==> config.mk <==
export PLATFORM = sky130hd
export DESIGN_NAME = mont_mult_ctrl_flat
export DESIGN_NICKNAME = d
export VERILOG_FILES = /design/src/rtl/rsa_pkg.sv /design/src/rtl/mont_mult_ctrl_if.sv /design/src/rtl/mont_mult_ctrl_counter.sv /design/src/rtl/mont_mult_ctrl.sv /design/src/flat_wrapper.sv
export SDC_FILE = /design/constraint.sdc
export NUM_CORES = 1
export LEC_CHECK = 0
export BUFFER_PORTS_ARGS = -buffer_cell sky130_fd_sc_hd__buf_2
export CAP_MARGIN = 20
export CORE_MARGIN = 5
export CORE_UTILIZATION = 35
export CTS_BUF_LIST = sky130_fd_sc_hd__clkbuf_2 sky130_fd_sc_hd__clkbuf_4 sky130_fd_sc_hd__clkbuf_8
export DETAILED_ROUTE_END_ITERATION = 8
export GPL_TIMING_DRIVEN = 0
export PLACE_DENSITY = 0.64
export SLEW_MARGIN = 40
export SYNTH_ARGS = -nofsm -noshare
export SYNTH_HDL_FRONTEND = slang
export SYNTH_SLANG_ARGS = --single-unit
==> constraint.sdc <==
create_clock -name clk -period 1.6 [get_ports clk]
set_input_delay 0.48 -clock clk [delete_from_list [all_inputs] [get_ports clk]]
set_output_delay 0.48 -clock clk [all_outputs]
set_load 0.005 [all_outputs]
==> src/rtl/rsa_pkg.sv <==
// Shared types and helpers for the RSA core's Montgomery multiplier control.
package rsa_pkg;

   typedef enum logic [2:0] {
      IDLE, LOAD, MUL, RED, SHIFT, CHECK, SUB, DONE
   } mont_ctrl_state_t;

   function automatic int idx_w(input int data_width);
      return (data_width > 1) ? $clog2(data_width) : 1;
   endfunction

endpackage

==> src/rtl/mont_mult_ctrl_if.sv <==
// Handshake/strobe bundle between the exponentiation sequencer (master) and
// the Montgomery controller (slave). abort exists only with MONT_MULT_CTRL_ABORT_EN.
interface mont_mult_ctrl_if import rsa_pkg::*; #(
   parameter int DATA_WIDTH = 8
) ();
   localparam int IW = idx_w(DATA_WIDTH);

   logic          start;
   logic [IW-1:0] t_sub_1;
   logic          geq;
`ifdef MONT_MULT_CTRL_ABORT_EN
   logic          abort;
`endif
   logic          busy;
   logic          done;
   logic          ld_op;
   logic          mul_en;
   logic          red_en;
   logic          red_first;
   logic          shift_en;
   logic          sub_en;
   logic [IW-1:0] i_idx;
   logic [IW-1:0] j_idx;

   modport master (
`ifdef MONT_MULT_CTRL_ABORT_EN
      output abort,
`endif
      output start, t_sub_1, geq,
      input  busy, done, ld_op, mul_en, red_en, red_first, shift_en, sub_en,
             i_idx, j_idx
   );

   modport slave (
`ifdef MONT_MULT_CTRL_ABORT_EN
      input  abort,
`endif
      input  start, t_sub_1, geq,
      output busy, done, ld_op, mul_en, red_en, red_first, shift_en, sub_en,
             i_idx, j_idx
   );
endinterface

==> src/rtl/mont_mult_ctrl_counter.sv <==
// Inner word index counter; the controller decides when it wraps.
module counter_to_t_sub_1 #(
   parameter int IW = 3
) (
   input  logic          clk,
   input  logic          rst,
   input  logic          clr_i,
   input  logic          ce_i,
   input  logic          inc_i,
   input  logic          wrap_i,
   output logic [IW-1:0] cnt_o
);
   logic [IW-1:0] cnt_q;

   // NOTE: sequential state uses <= so every flop samples pre-edge values.
   always_ff @(posedge clk) begin
      if (rst || clr_i) begin
         cnt_q <= '0;
      end else if (ce_i) begin
         cnt_q <= wrap_i ? '0 : cnt_q + IW'(inc_i);
      end
   end

   assign cnt_o = cnt_q;
endmodule

==> src/rtl/mont_mult_ctrl.sv <==
// Sequencing FSM for the word-serial Montgomery multiplier datapath.
// Optional abort input enabled by defining MONT_MULT_CTRL_ABORT_EN.
module mont_mult_ctrl import rsa_pkg::*; #(
   parameter int DATA_WIDTH = 8
) (
   input logic              clk,
   input logic              rst,
   mont_mult_ctrl_if.slave  ctrl_if
);
   localparam int IW = idx_w(DATA_WIDTH);

   mont_ctrl_state_t state_q, state_d;
   logic [IW-1:0]    i_q, i_d;
   logic [IW-1:0]    t_q, t_d;
   logic [IW-1:0]    j_cnt;
   logic             j_wrap;
   logic             abort_hit;

`ifdef MONT_MULT_CTRL_ABORT_EN
   assign abort_hit = ctrl_if.abort && (state_q != IDLE);
`else
   assign abort_hit = 1'b0;
`endif

   // Wrap at the latched length, never at the natural 2^IW rollover.
   assign j_wrap = (j_cnt == t_q);

   counter_to_t_sub_1 #(.IW(IW)) u_j_cnt (
      .clk    (clk),
      .rst    (rst),
      .clr_i  (ctrl_if.ld_op || abort_hit),
      .ce_i   (ctrl_if.mul_en || ctrl_if.red_en),
      .inc_i  (1'b1),
      .wrap_i (j_wrap),
      .cnt_o  (j_cnt)
   );

   // NOTE: every variable gets a default first so no latch is inferred.
   always_comb begin
      state_d = state_q;
      i_d     = i_q;
      t_d     = t_q;
      unique case (state_q)
         IDLE: begin
            if (ctrl_if.start) begin
               state_d = LOAD;
               t_d     = ctrl_if.t_sub_1;
            end
         end
         LOAD: begin
            i_d     = '0;
            state_d = MUL;
         end
         MUL:   if (j_wrap) state_d = RED;
         RED:   if (j_wrap) state_d = SHIFT;
         SHIFT: begin
            if (i_q == t_q) begin
               i_d     = '0;
               state_d = CHECK;
            end else begin
               i_d     = i_q + IW'(1);
               state_d = MUL;
            end
         end
         CHECK: state_d = ctrl_if.geq ? SUB : DONE;
         SUB:   state_d = DONE;
         DONE:  state_d = IDLE;
         default: state_d = IDLE;
      endcase
      if (abort_hit) begin
         state_d = IDLE;
         i_d     = '0;
      end
   end

   always_ff @(posedge clk) begin
      if (rst) begin
         state_q <= IDLE;
         i_q     <= '0;
         t_q     <= '0;
      end else begin
         state_q <= state_d;
         i_q     <= i_d;
         t_q     <= t_d;
      end
   end

   // All outputs decode registered state and counters only.
   assign ctrl_if.busy      = (state_q != IDLE);
   assign ctrl_if.done      = (state_q == DONE);
   assign ctrl_if.ld_op     = (state_q == LOAD);
   assign ctrl_if.mul_en    = (state_q == MUL);
   assign ctrl_if.red_en    = (state_q == RED);
   assign ctrl_if.red_first = (state_q == RED) && (j_cnt == '0);
   assign ctrl_if.shift_en  = (state_q == SHIFT);
   assign ctrl_if.sub_en    = (state_q == SUB);
   assign ctrl_if.i_idx     = i_q;
   assign ctrl_if.j_idx     = j_cnt;
endmodule
==> src/flat_wrapper.sv <==
// flat-port wrapper written by rule: the top's interface ports become plain ports
module mont_mult_ctrl_flat import rsa_pkg::*;
#(
   parameter int DATA_WIDTH = 8
)
  (clk, rst, ctrl_if_start, ctrl_if_t_sub_1, ctrl_if_geq, ctrl_if_busy, ctrl_if_done, ctrl_if_ld_op, ctrl_if_mul_en, ctrl_if_red_en, ctrl_if_red_first, ctrl_if_shift_en, ctrl_if_sub_en, ctrl_if_i_idx, ctrl_if_j_idx);
  mont_mult_ctrl_if #(.DATA_WIDTH(DATA_WIDTH)) ctrl_if_i ();
  input logic clk;
  input logic rst;
  input wire logic [$bits(ctrl_if_i.start)-1:0] ctrl_if_start;
  input wire logic [$bits(ctrl_if_i.t_sub_1)-1:0] ctrl_if_t_sub_1;
  input wire logic [$bits(ctrl_if_i.geq)-1:0] ctrl_if_geq;
  output wire logic [$bits(ctrl_if_i.busy)-1:0] ctrl_if_busy;
  output wire logic [$bits(ctrl_if_i.done)-1:0] ctrl_if_done;
  output wire logic [$bits(ctrl_if_i.ld_op)-1:0] ctrl_if_ld_op;
  output wire logic [$bits(ctrl_if_i.mul_en)-1:0] ctrl_if_mul_en;
  output wire logic [$bits(ctrl_if_i.red_en)-1:0] ctrl_if_red_en;
  output wire logic [$bits(ctrl_if_i.red_first)-1:0] ctrl_if_red_first;
  output wire logic [$bits(ctrl_if_i.shift_en)-1:0] ctrl_if_shift_en;
  output wire logic [$bits(ctrl_if_i.sub_en)-1:0] ctrl_if_sub_en;
  output wire logic [$bits(ctrl_if_i.i_idx)-1:0] ctrl_if_i_idx;
  output wire logic [$bits(ctrl_if_i.j_idx)-1:0] ctrl_if_j_idx;
  assign ctrl_if_i.start = ctrl_if_start;
  assign ctrl_if_i.t_sub_1 = ctrl_if_t_sub_1;
  assign ctrl_if_i.geq = ctrl_if_geq;
  assign ctrl_if_busy = ctrl_if_i.busy;
  assign ctrl_if_done = ctrl_if_i.done;
  assign ctrl_if_ld_op = ctrl_if_i.ld_op;
  assign ctrl_if_mul_en = ctrl_if_i.mul_en;
  assign ctrl_if_red_en = ctrl_if_i.red_en;
  assign ctrl_if_red_first = ctrl_if_i.red_first;
  assign ctrl_if_shift_en = ctrl_if_i.shift_en;
  assign ctrl_if_sub_en = ctrl_if_i.sub_en;
  assign ctrl_if_i_idx = ctrl_if_i.i_idx;
  assign ctrl_if_j_idx = ctrl_if_i.j_idx;
  mont_mult_ctrl #(.DATA_WIDTH(DATA_WIDTH)) u_core (.clk(clk), .rst(rst), .ctrl_if(ctrl_if_i));
endmodule
==> impl_metrics.yaml, run 1 <==
outcome:
  status: "complete, but fails checks"
  violations: "negative setup slack"
worst_setup_path:
  cp.required_ns: 1.12
  start_kind: "register"
  cp-end-kind: "output port"
  cp_slowest_stage_delay_ns: 0.38
  cp_common_cell: "buf_6"
  worstSetupPathType: "register to output port"
  slowest_stage: "or3b_4"
  cp_top_family: "simple AND/OR/NAND/NOR gates"
  critPathBufInv: 3
  arrival_ns: 1.26
  crit_path_cell_trace: "buf_6 > or3b_4 > inv_2 > buf_6"
  critical_path.max_fanout: 3
yosys:
  ys_async_sr_fraction_pct: 0
  syn_area_per_cell_um2: 8.56
  ys_ff_latch: 12
  yosysWarningCount: 0
  ys_seq_area_share_pct: 31.9
  synth_nets: 98
  synthFlopType: "dfxtp_1"
  syn_inst: 88
  synth_cell_types: 33
  synth_edf_count: 0
  syn_area_um2: 753
die:
  die-width_um: 56.4
  rows: 16
  die_y_um: 56.4
  start_util_pct: 37.6
  die_area_um2: 3180
  coreArea_um2: 2000
  pin_count: 21
clock_network:
  htreeDepth: 1
  cts_buffer_depth: 2
  worstSkewPairLatency_ns: 0.27
  hold_buffers: 0
  clock_sinks: 12
  numCtsBuffers: 3
  path_clk_slew_ns: 0.08
  cts_tree: "done"
  clock_tree.root_cell: "clkbuf_4"
sta:
  max_slew_margin_pct: 70.8
  period_share_pct: 108
  clock_skew_ns: 0.00792
  setup_ws_ns: -0.135
  worst_pin_slew_ns: 0.438
  final-max-slew-violation-count: 0
  tns_ns: -0.281
  hold_violations: 0
  setup_violations: 3
  rsz0062_at_grt: "true"
  fin_crit_ns: 1.74
  fmax_mhz: 576
cells_and_area:
  multi_input_area_um2: 480
  syn2layout_area_growth_pct: 33.9
  nFillCells: 209
  fin_util_pct: 50.4
  num_antenna_cells: 0
  seqCellArea_um2: 246
  final_layout_size_suffix_gt1_share_pct: 39.3
  nets: 129
  instances_no_fill: 144
placement:
  gp_congestion: 0.814
  dp_hpwl_um: 1280
  port-buffer-count: 19
  dp_cells: 134
flow_run:
  maxCapViolCount: 0
detailed_routing:
  routed_wl_um: 1730
  viasPerCell: 4.86
  routedWlPerCell_um: 12.0
  drc: 0
  final_antenna_net_count: 0
  drt_iter0_markers: 3
  first_pass_iters: 3
  vias: 700
grt:
  grt_max_degree: 11
  grt.overflow.total: 0
  antenna_found_initial: 0
  grt_pass1_vias: 686
  grt_use_total_pct: 11.3
  grt_pass1_wl_um: 2910
power:
  power.density_nw_per_um2: 1630
  p_leak_nw: 0.470
  p_total_mw: 1.65
  irDropWorstVdd_mv: 0.744
hold_path:
  hp-class: "input pin to register"
[power breakdown]
part	internal [mW]	switching (mW)
clock	0.0870	0.0978
sequential	0.373	0.0606
combinational	0.528	0.499
[cells in the final DEF, fill, tap and decap left out, types with 3 or more instances in the layout]
cell type / count
nor2b_1: 3
xor2_1: 4
mux2i_1: 4
nand2_1: 5
buf_4: 7
buf_2: 18
clkbuf_4: 3
xnor2_1: 3
nor2_1: 12
a21oi_1: 3
dfxtp_1: 9
buf_6: 5
a211oi_1: 4
ha_1: 3
inv_1: 4
[synthesized netlist by cell type, types with 3 or more instances]
cell type  number  area share, %
nor2b_1         3            2.5
nand2_1         5            2.5
xnor2_1         3            3.5
a21oi_1         3            2.0
inv_1           6            3.0
nand2b_1        3            2.5
dfxtp_1        12             32
a211oi_1        4            4.0
mux2i_1         4            5.3
nor2_1         12            6.0
ha_1            3            5.0
xor2_1          4            4.7
[final timing paths]
check                                from                       to  slack [ns]  depth (start not counted)
setup reg to reg        u_core.state_q[1]  u_core.ctrl_if.i_idx[2]        0.10                          6
setup / recovery        u_core.state_q[1]         ctrl_if_shift_en       -0.14                          4
hold reg to reg   u_core.u_j_cnt.cnt_o[0]  u_core.u_j_cnt.cnt_o[0]        0.50                          2
hold / removal         ctrl_if_t_sub_1[1]            u_core.t_q[1]        0.45                          3
[final cells by class]
type	count	area share (%)
plain buffers	4	3.72
clock buffers	3	2.23
inverters	6	2.23
multi-input cells	65	47.6
flip-flops and latches	12	24.4
well taps	27	3.35
repair buffers	27	16.4
[state kept, by name, summed over array words and instances, names as in the netlist]
signal,count
u_core.ctrl_if.i_idx,3
u_core.state_q,3
u_core.t_q,3
u_core.u_j_cnt.cnt_o,3
[per-stage QoR]
| step | hold slack [ns] | instance area [um2] | setup slack (ns) |
|---|---|---|---|
| finish | 0.455 | 1010 | -0.135 |
| global placement | 0.518 | 882 | 0.0395 |
| detailed placement | 0.535 | 882 | 0.0151 |
| CTS | 0.450 | 967 | -0.148 |
| floorplan | 0.504 | 753 | 0.200 |
| global route | 0.472 | 1010 | -0.178 |
[metal layers]
metal,vias to the layer above,track usage [%],wire length [um]
met5,-,0,0
met4,0,4.07,19
met3,2,3.21,95
met2,17,18.0,770
met1,318,14.4,840
li1,363,-,-
[kinds of logic after synthesis]
| logic type | count (synthesis) | synth area share (%) |
|---|---|---|
| muxes | 4 | 5.32 |
| and+or+nand+nor | 35 | 24.9 |
| xor gates and xnor gates | 7 | 8.14 |
| adders and majority gates | 3 | 4.98 |
| DFF | 12 | 31.9 |
| AOI/OAI and AO/OA | 16 | 17.1 |
| buffers and inverters | 11 | 7.64 |
[repair_timing]
| action | 4_1_cts | 5_1_grt |
|---|---|---|
| gates cloned | 0 | 0 |
| buffers inserted | 6 | 2 |
| pin swaps | 2 | 1 |
| gates resized for setup | 7 | 9 |
| endpoints found under the setup margin | 8 | 8 |
[worst min-delay path: stages]
cell and delay (ns):
buf_2 0.07, mux2i_1 0.06, nor2_1 0.07
Note: power is estimated with default switching activity, not from simulation.
==> run 2, diff against run 1 <==
- PLACE_DENSITY: 0.64 -> unset
==> impl_metrics.yaml, run 2 (synthesis gave the netlist of run 1 again) <==
outcome:
  status: "complete, but fails checks"
  violations: "negative setup slack"
die:
  start_util_pct: 37.6
  coreArea_um2: 2000
  die_area_um2: 3180
  die-width_um: 56.4
  pin_count: 21
  rows: 16
  die_y_um: 56.4
clock_network:
  worstSkewPairLatency_ns: 0.27
  cts_tree: "done"
  numCtsBuffers: 3
  htreeDepth: 1
  path_clk_slew_ns: 0.08
  cts_buffer_depth: 2
  clock_tree.root_cell: "clkbuf_4"
  clock_sinks: 12
hold_path:
  hp-class: "input pin to register"
power:
  p_int_mw: 0.989
  irDropWorstVdd_mv: 0.792
  power_switching_mw: 0.687
  p_comb_share_pct: 62.6
  power.density_nw_per_um2: 1650
  switching_share_pct: 41.0
  p_seq_share_pct: 26.2
  clkPwrFrac_pct: 11.2
  p_leak_nw: 0.483
worst_setup_path:
  arrival_ns: 1.25
  cp.required_ns: 1.12
  start_kind: "register"
  critical_path.max_fanout: 5
  worstSetupPathType: "register to output port"
  cp-end-kind: "output port"
placement:
  port-buffer-count: 19
  gp_congestion: 0.757
  dpl-instance-area_um2: 882
  dp_hpwl_um: 1260
grt:
  grt_max_degree: 11
  grt_use_total_pct: 11.6
  grt_pass1_wl_um: 2920
  grt_pass1_vias: 679
  antenna_found_initial: 0
  grt.overflow.total: 0
sta:
  final-max-slew-violation-count: 0
  clock_skew_ns: 0.00205
  rsz0062_at_grt: "true"
  setup_violations: 3
  setup_ws_ns: -0.134
  fin_crit_ns: 1.73
  fmax_mhz: 577
  max_slew_margin_pct: 70.5
  worst_pin_slew_ns: 0.442
  hold_violations: 0
  period_share_pct: 108
cells_and_area:
  nFillCells: 205
  final_layout_size_suffix_gt1_share_pct: 40.5
  layout_commonest_cell: "buf_2"
  fin_util_pct: 50.8
  seqCellArea_um2: 245
  final_cell_mix: "buf_2, nor2_1, dfxtp_1"
  design_area_um2: 1020
  multi_input_area_um2: 497
  syn2layout_area_growth_pct: 35.1
  num_antenna_cells: 0
  nets: 128
flow_run:
  maxCapViolCount: 0
detailed_routing:
  drt_iter0_markers: 18
  drc: 0
  first_pass_iters: 4
  viasPerCell: 4.85
  routedWlPerCell_um: 12.7
  vias: 694
  final_antenna_net_count: 0
  routed_wl_um: 1820
-- run 2: cell type report --
type	instances	area share, %
inverter	6	2.21
buffer	4	3.69
multi-input combinational	65	48.8
tap	27	3.32
clock buffer	3	2.21
timing repair buffer	26	15.6
sequential	12	24.1
-- run 2: layer usage --
layer	share of wire (%)	vias to the layer above	global-route usage, %
li1	-	360	-
met4	0.72	0	5.08
met3	8.0	2	3.21
met1	46	312	14.3
met5	0	-	0
met2	45	20	18.9
-- run 2: path summary, 6_finish.rpt --
| path | start | endpoint | slack, ns | depth (start not counted) |
|---|---|---|---|---|
| worst min register to register | u_core.u_j_cnt.cnt_o[0] | u_core.u_j_cnt.cnt_o[0] | 0.50 | 2 |
| worst max-delay path | u_core.state_q[0] | ctrl_if_shift_en | -0.13 | 4 |
| worst max register to register | u_core.state_q[0] | u_core.ctrl_if.i_idx[2] | 0.09 | 6 |
| worst min-delay path | ctrl_if_t_sub_1[1] | u_core.t_q[1] | 0.44 | 3 |
-- run 2: power groups by stage --
stage          sequential (mW)  clock [mW]  combinational (mW)
6_report                 0.439       0.188                1.05
2_1_floorplan            0.416           0               0.602
3_3_place_gp             0.427           0               0.779
3_5_place_dp             0.430           0               0.789
5_1_grt                  0.449       0.206                1.14
4_1_cts                  0.437       0.191               0.927
-- run 2: metrics by stage --
stage               setup slack (ns)  cells  hold WS, ns  power (mW)  setup TNS, ns
detailed placement          -0.00982    134        0.528        1.22       -0.00982
global route                  -0.180    143        0.439        1.80         -0.494
finish                        -0.134    143        0.441        1.68         -0.240
CTS                           -0.135    141        0.441        1.56         -0.300
floorplan                      0.200     88        0.504        1.02              0
global placement              0.0261    134        0.521        1.21              0
-- run 2: timing repair --
item	4_1_cts	5_1_grt
hold endpoints to repair	0	0
endpoints found under the setup margin	8	6
pin swaps	1	4
buffers inserted	5	2
gates cloned	0	0
hold buffers	0	0
resized for setup	12	7
-- run 2: worst max-delay path, cell delays in order, from the launching register on --
cell and delay, ns:
dfxtp_2 0.33, buf_6 0.12, or3b_4 0.39, inv_2 0.05, buf_2 0.09
